$ cat src/rtl/mux16_arbiter_pkg.sv
// Shared definitions for the two-requester round-robin arbiter: FSM state
// encodings and the mux select values used on the shared bus.
package mux16_arbiter_pkg;

  typedef enum logic [1:0] {
    StIdle   = 2'd0,
    StGrantA = 2'd1,
    StGrantB = 2'd2
  } state_e;

  localparam logic SEL_A = 1'b0;
  localparam logic SEL_B = 1'b1;

  // Select value implied by a grant state; IDLE keeps whatever was selected before.
  function automatic logic grant_sel(input state_e st, input logic cur_sel);
    case (st)
      StGrantA: grant_sel = SEL_A;
      StGrantB: grant_sel = SEL_B;
      default:  grant_sel = cur_sel;
    endcase
  endfunction

endpackage

$ cat src/rtl/mux16_gate.sv
// 16-bit 2:1 combinational multiplexer: sel_i=0 passes a_i, sel_i=1 passes b_i.
module mux16_gate (
  input  logic [15:0] a_i,
  input  logic [15:0] b_i,
  input  logic        sel_i,
  output logic [15:0] out_o
);

  always_comb begin
    out_o = sel_i ? b_i : a_i;
  end

endmodule

$ cat src/rtl/mux16_arbiter.sv
// Round-robin arbiter granting one of two requesters the shared 16-bit bus,
// with a valid/ready handshake downstream and one-cycle accept strobes upstream.
module mux16_arbiter
  import mux16_arbiter_pkg::*;
#(
  parameter bit RESET_PRIO = 1'b0
) (
  input  logic        clk,
  input  logic        reset,
  input  logic        req_a,
  input  logic [15:0] data_a,
  input  logic        req_b,
  input  logic [15:0] data_b,
  input  logic        out_ready,
  output logic [15:0] out,
  output logic        out_valid,
  output logic        ack_a,
  output logic        ack_b,
  output logic        sel
);

  state_e state_q, state_d;
  logic   prio_q, prio_d;
  logic   sel_q, sel_d;
  logic   transfer;

  mux16_gate u_mux16_gate (
    .a_i   (data_a),
    .b_i   (data_b),
    .sel_i (sel_q),
    .out_o (out)
  );

  assign sel = sel_q;

  // Handshake outputs; masked while reset is high so an aborted grant never acks.
  always_comb begin
    out_valid = ((state_q == StGrantA) && req_a) || ((state_q == StGrantB) && req_b);
    out_valid = out_valid && !reset;
    transfer  = out_valid && out_ready;
    ack_a     = transfer && (state_q == StGrantA);
    ack_b     = transfer && (state_q == StGrantB);
  end

  always_comb begin
    state_d = state_q;
    prio_d  = prio_q;
    case (state_q)
      StIdle: begin
        if (req_a && req_b) begin
          state_d = prio_q ? StGrantB : StGrantA;
        end else if (req_a) begin
          state_d = StGrantA;
        end else if (req_b) begin
          state_d = StGrantB;
        end
      end
      StGrantA: begin
        if (transfer) begin
          prio_d  = 1'b1;
          state_d = req_b ? StGrantB : StIdle;
        end else if (!req_a) begin
          state_d = StIdle;
        end
      end
      StGrantB: begin
        if (transfer) begin
          prio_d  = 1'b0;
          state_d = req_a ? StGrantA : StIdle;
        end else if (!req_b) begin
          state_d = StIdle;
        end
      end
      default: state_d = StIdle;
    endcase
    sel_d = grant_sel(state_d, sel_q);
  end

  always_ff @(posedge clk) begin
    if (reset) begin
      state_q <= StIdle;
      prio_q  <= RESET_PRIO;
      sel_q   <= RESET_PRIO;
    end else begin
      state_q <= state_d;
      prio_q  <= prio_d;
      sel_q   <= sel_d;
    end
  end

endmodule
$ cat config.mk
export PLATFORM = sky130hd
export DESIGN_NAME = mux16_arbiter
export DESIGN_NICKNAME = d
export VERILOG_FILES = /design/src/rtl/mux16_arbiter_pkg.sv /design/src/rtl/mux16_gate.sv /design/src/rtl/mux16_arbiter.sv
export SDC_FILE = /design/constraint.sdc
export NUM_CORES = 1
export LEC_CHECK = 0
export CORE_AREA = 2 2 47 49
export CTS_CLUSTER_DIAMETER = 100
export CTS_CLUSTER_SIZE = 28
export DETAILED_ROUTE_END_ITERATION = 7
export DIE_AREA = 0 0 49 51
export GPL_ROUTABILITY_DRIVEN = 0
export PLACE_DENSITY = 0.76
export SYNTH_ARGS = -nofsm -noshare
export SYNTH_HDL_FRONTEND = slang
export SYNTH_SLANG_ARGS = --single-unit
export TNS_END_PERCENT = 30
$ cat constraint.sdc
create_clock -name clk -period 1.6 [get_ports clk]
set_input_delay 0.24 -clock clk [delete_from_list [all_inputs] [get_ports clk]]
set_output_delay 0.24 -clock clk [all_outputs]
set_load 0.005 [all_outputs]
[Word level (Yosys, flattened, before mapping)]
Cells that the tools add are included.
Word-level totals
  input bits: 37
  register bits: 4
Cells by class
  reduce and logical (&&, ||, !) cells: 13
  equality and inequality tests: 6
  multiplexer cells: 16
Operators with widths (count)
  $mux W2: 9
  $mux W16: 1
  $logic_and A1 B1 Y1: 7
  $pmux W2 S3: 1
  $eq A2 B1 Y1 const B: 2
  $eq A2 B2 Y1 const B: 2
  $ne A2 B2 Y1 const B: 2
  $pmux W1 S2: 2
  $reduce_bool A2 Y1: 2
  $mux W1: 3
  $reduce_and A3 Y1: 1
  $logic_not A2 Y1: 1
  $logic_not A1 Y1: 1
  $logic_or A1 B1 Y1: 1

[Depth between registers and ports, before layout]
Gate-level depths: netlist (run 1).
  depth in word-level cells: 9
  mapped depth: 7
  gate-level depth less buffers: 6

[Modules after synthesis]
From an unflattened synthesis (run 1), not the netlist that was laid out.
Unflattened totals
  cell total of the unflattened synthesis: 53
  area, all modules: 536.8 sq um
Modules (own cells, without submodules)
  mux16_arbiter: area each 287.8 sq um, cells each 35, sequential area each 80.1 sq um, times used 1
  mux16_gate: area each 249.0 sq um, cells each 18, sequential area each 0.0 sq um, times used 1

[Worst setup path after synthesis (run 1)]
Ideal clock, no wire load.
  path kind: register to register
  start point: register state_q[1]
  end point: register sel_q, in the netlist sel
  buffers on the path: 0
  arrival time: 1364 ps
  cell stages (with the launch flop): 7
  required time: 1486 ps
  setup time: 114 ps
  slack: 121 ps
  path through: dfxtp_1 -> or2_4 -> o21ai_2 -> a211o_1 -> ha_1 -> mux2i_1 -> nor2_1
Between the ends
  word-level cells in the longest chain between the ends: 9
Ends and longest elaborated chain
  start, declared: RTL line mux16_arbiter.sv:22  | state_e state_q, state_d;
  start signal, assigned: RTL line mux16_arbiter.sv:81  | state_q <= StIdle;
  start signal, assigned: RTL line mux16_arbiter.sv:85  | state_q <= state_d;
  $eq A2 B1 Y1 / $eq A2 B2 Y1 (equally long branches): RTL line mux16_arbiter.sv:38, mux16_arbiter.sv:48
  $logic_and A1 B1 Y1: RTL line mux16_arbiter.sv:38  | out_valid = ((state_q == StGrantA) && req_a) || ((state_q == StGrantB) && req_b);
  $logic_or A1 B1 Y1: RTL line mux16_arbiter.sv:38
  $logic_and A1 B1 Y1: RTL line mux16_arbiter.sv:39  | out_valid = out_valid && !reset;
  $logic_and A1 B1 Y1: RTL line mux16_arbiter.sv:40  | transfer = out_valid && out_ready;
  $mux W2, on equally long branches: RTL line mux16_arbiter.sv:67, mux16_arbiter.sv:59
  $pmux W2 S3 *: RTL line mux16_arbiter.sv:48  | case (state_q)
  $eq A2 B2 Y1 / $eq A2 B1 Y1 (equally long branches): RTL line mux16_arbiter_pkg.sv:16  | case (st)
  $pmux W1 S2 / $reduce_bool A2 Y1 (equally long branches)
  end signal, assigned: RTL line mux16_arbiter.sv:87  | sel_q <= sel_d;
  end, declared: RTL line mux16_arbiter.sv:24  | logic sel_q, sel_d;
Every way passes the cells marked *; elsewhere a longest branch is shown, timed or not.
A chain may end at the register's enable or synchronous reset.

[Final worst setup path (run 1)]
  start point: register sel_q, in the netlist sel
  end point: output out[5]
Between the ends
  word-level cells in the longest chain between the ends: 1
Ends and longest elaborated chain
  $mux W16: RTL line mux16_gate.sv:10  | out_o = sel_i ? b_i : a_i;
  end, declared: RTL line mux16_arbiter.sv:15  | output logic [15:0] out,
Every way passes these cells.

==> results by group, run 1 <==
Synth
  – Top FF cell, synth: dfxtp_1
  – EDFF count, synth: 0
  – Number of synthesized register bits: 4
  – Cell variety after synth: 25
  – Syn Area/Cell: about 9 um2
  – Async S/R FF share, synth: 0%
  – Synth Warn #: 0
  – Mapped Cells: 59
  – Seq/Total Area, Yosys: 15.4%
  – Syn_nets: 97
  – Cell area after synthesis: 519 um2

Clock network
  – Sink Count: 4
  – Max clock buf depth: 2
  – Clock Tree Root: clkbuf_4
  – H-tree depth: 1
  – TritonCTS Buffers: 3
  – TritonCTS clock tree: yes
  – Clock slew at reported path FFs: approximately 0.04 ns
  – Worst skew pair latency: approximately 0.24 ns

Setup path
  – Crit path depth: 3
  – Worst flop-to-flop path startpoint: state_q[1]
  – Worst reg2reg endpoint: sel
  – Critical Path End Type: primary output
  – CP required: 1.36 ns
  – Critical-path top delay cell: dfxtp_4
  – Reg2reg path depth: 7
  – Setup CP Type: reg -> out
  – CP Buf/Inv Count: 2
  – Crit path largest cell delay: 0.37 ns
  – CP arrival: 1.31 ns
  – Delay-heaviest family, CP: buffers and inverters
  – Cell breakdown of the critical path: buf_16, mux2_1, dlygate4sd2_1
  – Reg-to-reg slack, setup: 0.09 ns
  – Max FO, Critical Path: 9
  – CP Launch Type: flip-flop

Final layout
  – Area growth from synthesis to layout: 144%
  – Antenna Cells: 0
  – Most common cell after layout, fill and taps aside: clkdlybuf4s50_1
  – Layout fillers: 182
  – Final Util: roughly three fifths
  – Ratio of cells with drive above 1 in the final layout: between 30% and 40%
  – Nets@finish: 167
  – Post-Layout Inst Area: 1260 um2
  – Most frequent cells in the layout: 33 x clkdlybuf4s50_1, 14 x clkdlybuf4s15_1, 12 x mux2_2, 10 x buf_4, 7 x dlygate4sd2_1

Route
  – DR iter-0 viols: 12
  – First-pass iteration count of the detailed router: 4
  – Post-DR vias/cell: 4.70
  – Final ANT Viol Nets: 0
  – Drt wl/cell: 12.6 um
  – Number of remaining DRC errors: 0
  – Via Count: roughly 730
  – Post-Route WL: 1950 um

Global route
  – Initial antenna violation count: 0
  – First-pass GRT wire length: 3130 um
  – Largest net degree at the start of global routing: 10
  – Vias in the first global route: 744
  – Total GRT Usage: 16.1%
  – Total gr overflow: 0

Floorplan
  – Core region area: 2060 um2
  – Die area: ~2500 um2
  – Die height: 51 um
  – Row count: 17
  – Initial Utilization: 25.2%
  – Die Width: 49 um
  – I/O pin cnt: 57

Timing
  – Skew final: 0.00301 ns
  – Max Freq: 0.644 GHz
  – RSZ-0062 raised after global routing: true
  – Least-Margin Pin Slew: roughly 0.24 ns
  – Setup violations, final: 0
  – Max-slew violations: 0
  – Final Hold Viols: 0
  – Final Cycle Share: 97.1%
  – Slew headroom: 83.8%
  – Final min period: 1.55 ns

Place
  – Number of I/O port buffers: 56
  – Hpwl dp: 1570 um
  – Placement Cell Area: 1170 um2

Pwr
  – Pwr Density: 429 nW/um2
  – Peak supply drop: 0.308 mV
  – Static leakage: 0.523 nW

Flow run
  – Max-Cap Viols: 0

Min path
  – WHS Path Cells: 4
  – Worst hold path type: in -> reg
  – WHS Endpoint: prio_q
  – Hold path start: req_a

Outcome
  – Status: finished, final reports clean
-- area by class of cell --
class                           count  area [um2]  area share [%]
Sequential cell                     4        88.8            7.02
Tap cell                           28        35.0            2.77
Inverter                            2        7.51           0.593
Clock buffer                        3        22.5            1.78
Timing Repair Buffer               68         678            53.6
Multi-Input combinational cell     50         433            34.2
-- kinds of logic after synthesis --
logic type,count (synthesis),synth area share (%)
buffers and inverters,5,6.75
DFF,4,15.4
muxes,17,36.6
AOI/OAI and AO/OA,12,16.4
adders and majority gates,1,2.41
and+or+nand+nor,20,22.4
-- Yosys cell counts, types with 2 or more instances --
| library cell | number | area share, % |
|---|---|---|
| nand3b_1 | 3 | 4.3 |
| nand2b_1 | 2 | 2.4 |
| mux2_2 | 12 | 26 |
| dfxtp_1 | 4 | 15 |
| buf_6 | 2 | 4.3 |
| mux2_1 | 4 | 8.7 |
| nand2_1 | 5 | 3.6 |
| a21oi_1 | 4 | 3.9 |
| nor2_1 | 5 | 3.6 |
| inv_1 | 2 | 1.4 |
| o22ai_1 | 2 | 2.4 |
-- tightest hold or removal path: cells and delay by family --
kind,cells,cell delay (ns)
and+or+nand+nor,2,0.20
AOI/OAI and AO/OA,1,0.07
buffers and inverters,1,0.16
-- power by group --
group / switching [mW] / internal, mW
sequential: 0.0111 / 0.106
clock: 0.0405 / 0.0838
combinational: 0.0924 / 0.208
-- what timing repair did --
item	4_1_cts	5_1_grt
resized for setup	31	19
pin swaps	1	1
buffers inserted	1	0
hold buffers	0	0
setup endpoints to repair	20	15
cloned	1	0
-- worst max path at each step --
stage	from	to	slack (ns)
after detailed placement	out_ready	sel	-0.42
after CTS	req_a	sel	-0.008
final	sel	out[5]	0.05
after global placement	out_ready	sel	-0.38
after global routing	state_q[1]	sel	-0.009
after floorplan	state_q[1]	sel	0.12
-- metal layers --
metal  track usage [%]  part of all wire, %  routed length (um)
met5                 0                    0                   0
met3              6.14                  8.0                 155
met4              4.29                 0.62                  12
met2              26.9                   50                 977
met1              19.4                   41                 800
-- through the flow --
step | TNS, ns | cells | hold WS [ns] | power, mW | setup slack, ns
finish | 0 | 155 | 0.471 | 0.542 | 0.0470
floorplan | 0 | 59 | 0.387 | 0.218 | 0.121
global route | -0.00914 | 155 | 0.478 | 0.588 | -0.00914
global placement | -1.35 | 150 | 0.509 | 0.411 | -0.376
CTS | -0.0184 | 155 | 0.520 | 0.539 | -0.00845
detailed placement | -1.49 | 150 | 0.534 | 0.415 | -0.424
-- flip-flops by register name, indices dropped and copies added (netlist names) --
register and flops:
prio_q 1, state_q 2, sel 1
(Power assumes the default switching activity.)
==> run 2, diff against run 1 <==
--- a/config.mk
+++ b/config.mk
@@ -12,6 +12,7 @@
 export DIE_AREA = 0 0 49 51
 export GPL_ROUTABILITY_DRIVEN = 0
 export PLACE_DENSITY = 0.76
+export SETUP_SLACK_MARGIN = 0.05
 export SYNTH_ARGS = -nofsm -noshare
 export SYNTH_HDL_FRONTEND = slang
 export SYNTH_SLANG_ARGS = --single-unit
==> run 2 against run 1 <==
Compared with the run above: die area unchanged; highest routed layer unchanged; utilization decreased by 1.9 points; global-route usage up 0.13 points; non-clock buffer count grew 1; via count shrank 0.55%; critical path depth grew 4; worst setup slack improved by 0.033 ns; critical endpoint is now sel.
==> results by group, run 2 (synthesis results as in run 1) <==
Outcome
  – Status: finished, final reports clean

Global route
  – Vias in the first global route: 740 (-0.54%)
  – First-pass GRT wire length: 3150 um (+0.67%)
  – Total gr overflow: 0 (unchanged)
  – Total GRT Usage: 16.3% (+0.13 points)
  – Largest net degree at the start of global routing: 10 (unchanged)
  – Initial antenna violation count: 0 (unchanged)

Route
  – Drt wl/cell: 12.6 um (+0.38%)
  – Post-Route WL: 1970 um (+1.0%)
  – Final ANT Viol Nets: 0 (unchanged)
  – Number of remaining DRC errors: 0 (unchanged)
  – First-pass iteration count of the detailed router: 4 (unchanged)
  – DR iter-0 viols: 11 (-1)
  – Post-DR vias/cell: 4.65 (-1.2%)
  – Via Count: 725 (-0.55%)

Timing
  – RSZ-0062 raised after global routing: true
  – Setup violations, final: 0 (unchanged)
  – Final Cycle Share: 95.0% (-2.1 points)
  – Max Freq: 0.658 GHz (+2.2%)
  – Final Hold Viols: 0 (unchanged)
  – Skew final: 0.00301 ns (+0.00000297 ns)
  – Least-Margin Pin Slew: 0.237 ns (-0.00583 ns)
  – Max-slew violations: 0 (unchanged)
  – Final min period: 1.52 ns (-0.0331 ns)
  – Fin Setup TNS: 0 ns (unchanged)
  – Slew headroom: 84.2% (+0.39 points)
  – Worst setup margin: 0.0801 ns (+0.0331 ns)

Min path
  – Hold path start: req_a
  – Worst hold path type: in -> reg

Place
  – Number of I/O port buffers: 56 (unchanged)
  – Dpl ws: -0.424 ns (unchanged)
  – Hpwl dp: 1570 um (unchanged)
  – Placement Cell Area: 1170 um2 (unchanged)

Clock network
  – Max clock buf depth: 2 (unchanged)
  – TritonCTS clock tree: yes
  – Sink Count: 4 (unchanged)
  – TritonCTS Buffers: 3 (unchanged)
  – Clock Tree Root: clkbuf_4
  – Worst skew pair latency: 0.24 ns (about the same)
  – H-tree depth: 1 (unchanged)
  – Post-CTS Hold Fix Bufs: 0 (unchanged)
  – Clock slew at reported path FFs: 0.04 ns (about the same)

Floorplan
  – Die Width: 49 um (unchanged)
  – I/O pin cnt: 57 (unchanged)
  – Row count: 17 (unchanged)
  – Core region area: 2060 um2 (unchanged)
  – Initial Utilization: 25.2% (unchanged)
  – Die area: 2500 um2 (unchanged)
  – Die height: 51 um (unchanged)

Final layout
  – Nets@finish: 168 (+0.60%)
  – Layout fillers: 190 (+4.4%)
  – Area growth from synthesis to layout: 136%
  – Max reg flops: 2 (unchanged)
  – Multi-input gate area: 429 um2 (-0.87%)
  – Register Area: 88.8 um2 (unchanged)
  – Most frequent cells in the layout: 32 x clkdlybuf4s50_1, 12 x mux2_2, 10 x buf_4, 9 x clkdlybuf4s15_1, 6 x clkbuf_2
  – Most common cell after layout, fill and taps aside: clkdlybuf4s50_1
  – Ratio of cells with drive above 1 in the final layout: 37.5% (+6.8 points)
  – Antenna Cells: 0 (unchanged)
  – Biggest register: state_q
  – Post-Layout Inst Area: 1220 um2 (-3.2%)

Flow run
  – Max-Cap Viols: 0 (unchanged)

Setup path
  – Critical Path End Type: flip-flop
  – Setup CP Type: reg -> reg
  – Max FO, Critical Path: 4 (-5)
  – Worst flop-to-flop path startpoint: state_q[1]
  – CP required: 1.73 ns (+0.37 ns)
  – Worst Setup SP: state_q[1]
  – CP Launch Type: flip-flop
  – CP arrival: 1.65 ns (+0.34 ns)

Pwr
  – Pwr Density: 437 nW/um2 (+2.1%)
  – Static leakage: 0.522 nW (-0.29%)
  – Peak supply drop: 0.305 mV (-0.91%)
  – Pwr Total: 0.536 mW (-1.1%)
-- run 2: changes by cell type in the layout (fill, tap and decap cells not counted), sizes merged --
| cell | delta |
|---|---|
| clkbuf | +6 |
| clkdlybuf4s50 | -1 |
| dlygate4sd2 | -3 |
| clkdlybuf4s15 | -6 |
| buf | +5 |
-- run 2: area by class of cell --
type / count / share of cell area, %
Timing Repair Buffer: 69 / 52.4
Tap cell: 28 / 2.86
Inverter: 2 / 0.613
Clock buffer: 3 / 1.84
Sequential cell: 4 / 7.25
Multi-Input combinational cell: 50 / 35.0
-- run 2: metal layers --
layer | global-route usage (%) | vias up | wire (um)
met5 | 0 | - | 0
met4 | 4.29 | 0 | 12
met3 | 6.14 | 4 | 151
met2 | 26.7 | 37 | 978
met1 | 19.9 | 326 | 822
li1 | - | 358 | -
-- run 2: worst paths after layout --
kind / to / slack, ns / cells after the start
worst min register to register: prio_q / 0.58 / 2
worst min-delay path: prio_q / 0.47 / 4
worst max-delay path: sel / 0.08 / 7
worst max register to register: sel / 0.08 / 7
-- run 2: what timing repair did --
item | CTS | global route
setup endpoints to repair | 20 | 14
gates cloned | 1 | 0
setup buffers | 2 | 0
pin swaps | 1 | 2
gates resized for setup | 52 | 16
-- run 2: worst max-delay path: stages, from the launching register on --
cell      delay (ns)
dfxtp_2         0.33
nand2b_4        0.14
buf_4           0.14
o311ai_4        0.23
a21oi_1         0.07
ha_1            0.29
mux2i_1         0.17
nor2_1          0.05
-- run 2: where the power goes --
part	internal (mW)	switching, mW
Clock	0.0838	0.0408
Combinational	0.201	0.0938
Sequential	0.106	0.00978
Total	0.391	0.144
-- run 2: through the flow --
step	hold slack [ns]	std cells	util, %
finish	0.472	156	59.4
global route	0.478	156	59.4
CTS	0.520	156	59.8
detailed placement	0.534	150	56.9
global placement	0.509	150	56.9
floorplan	0.387	59	-
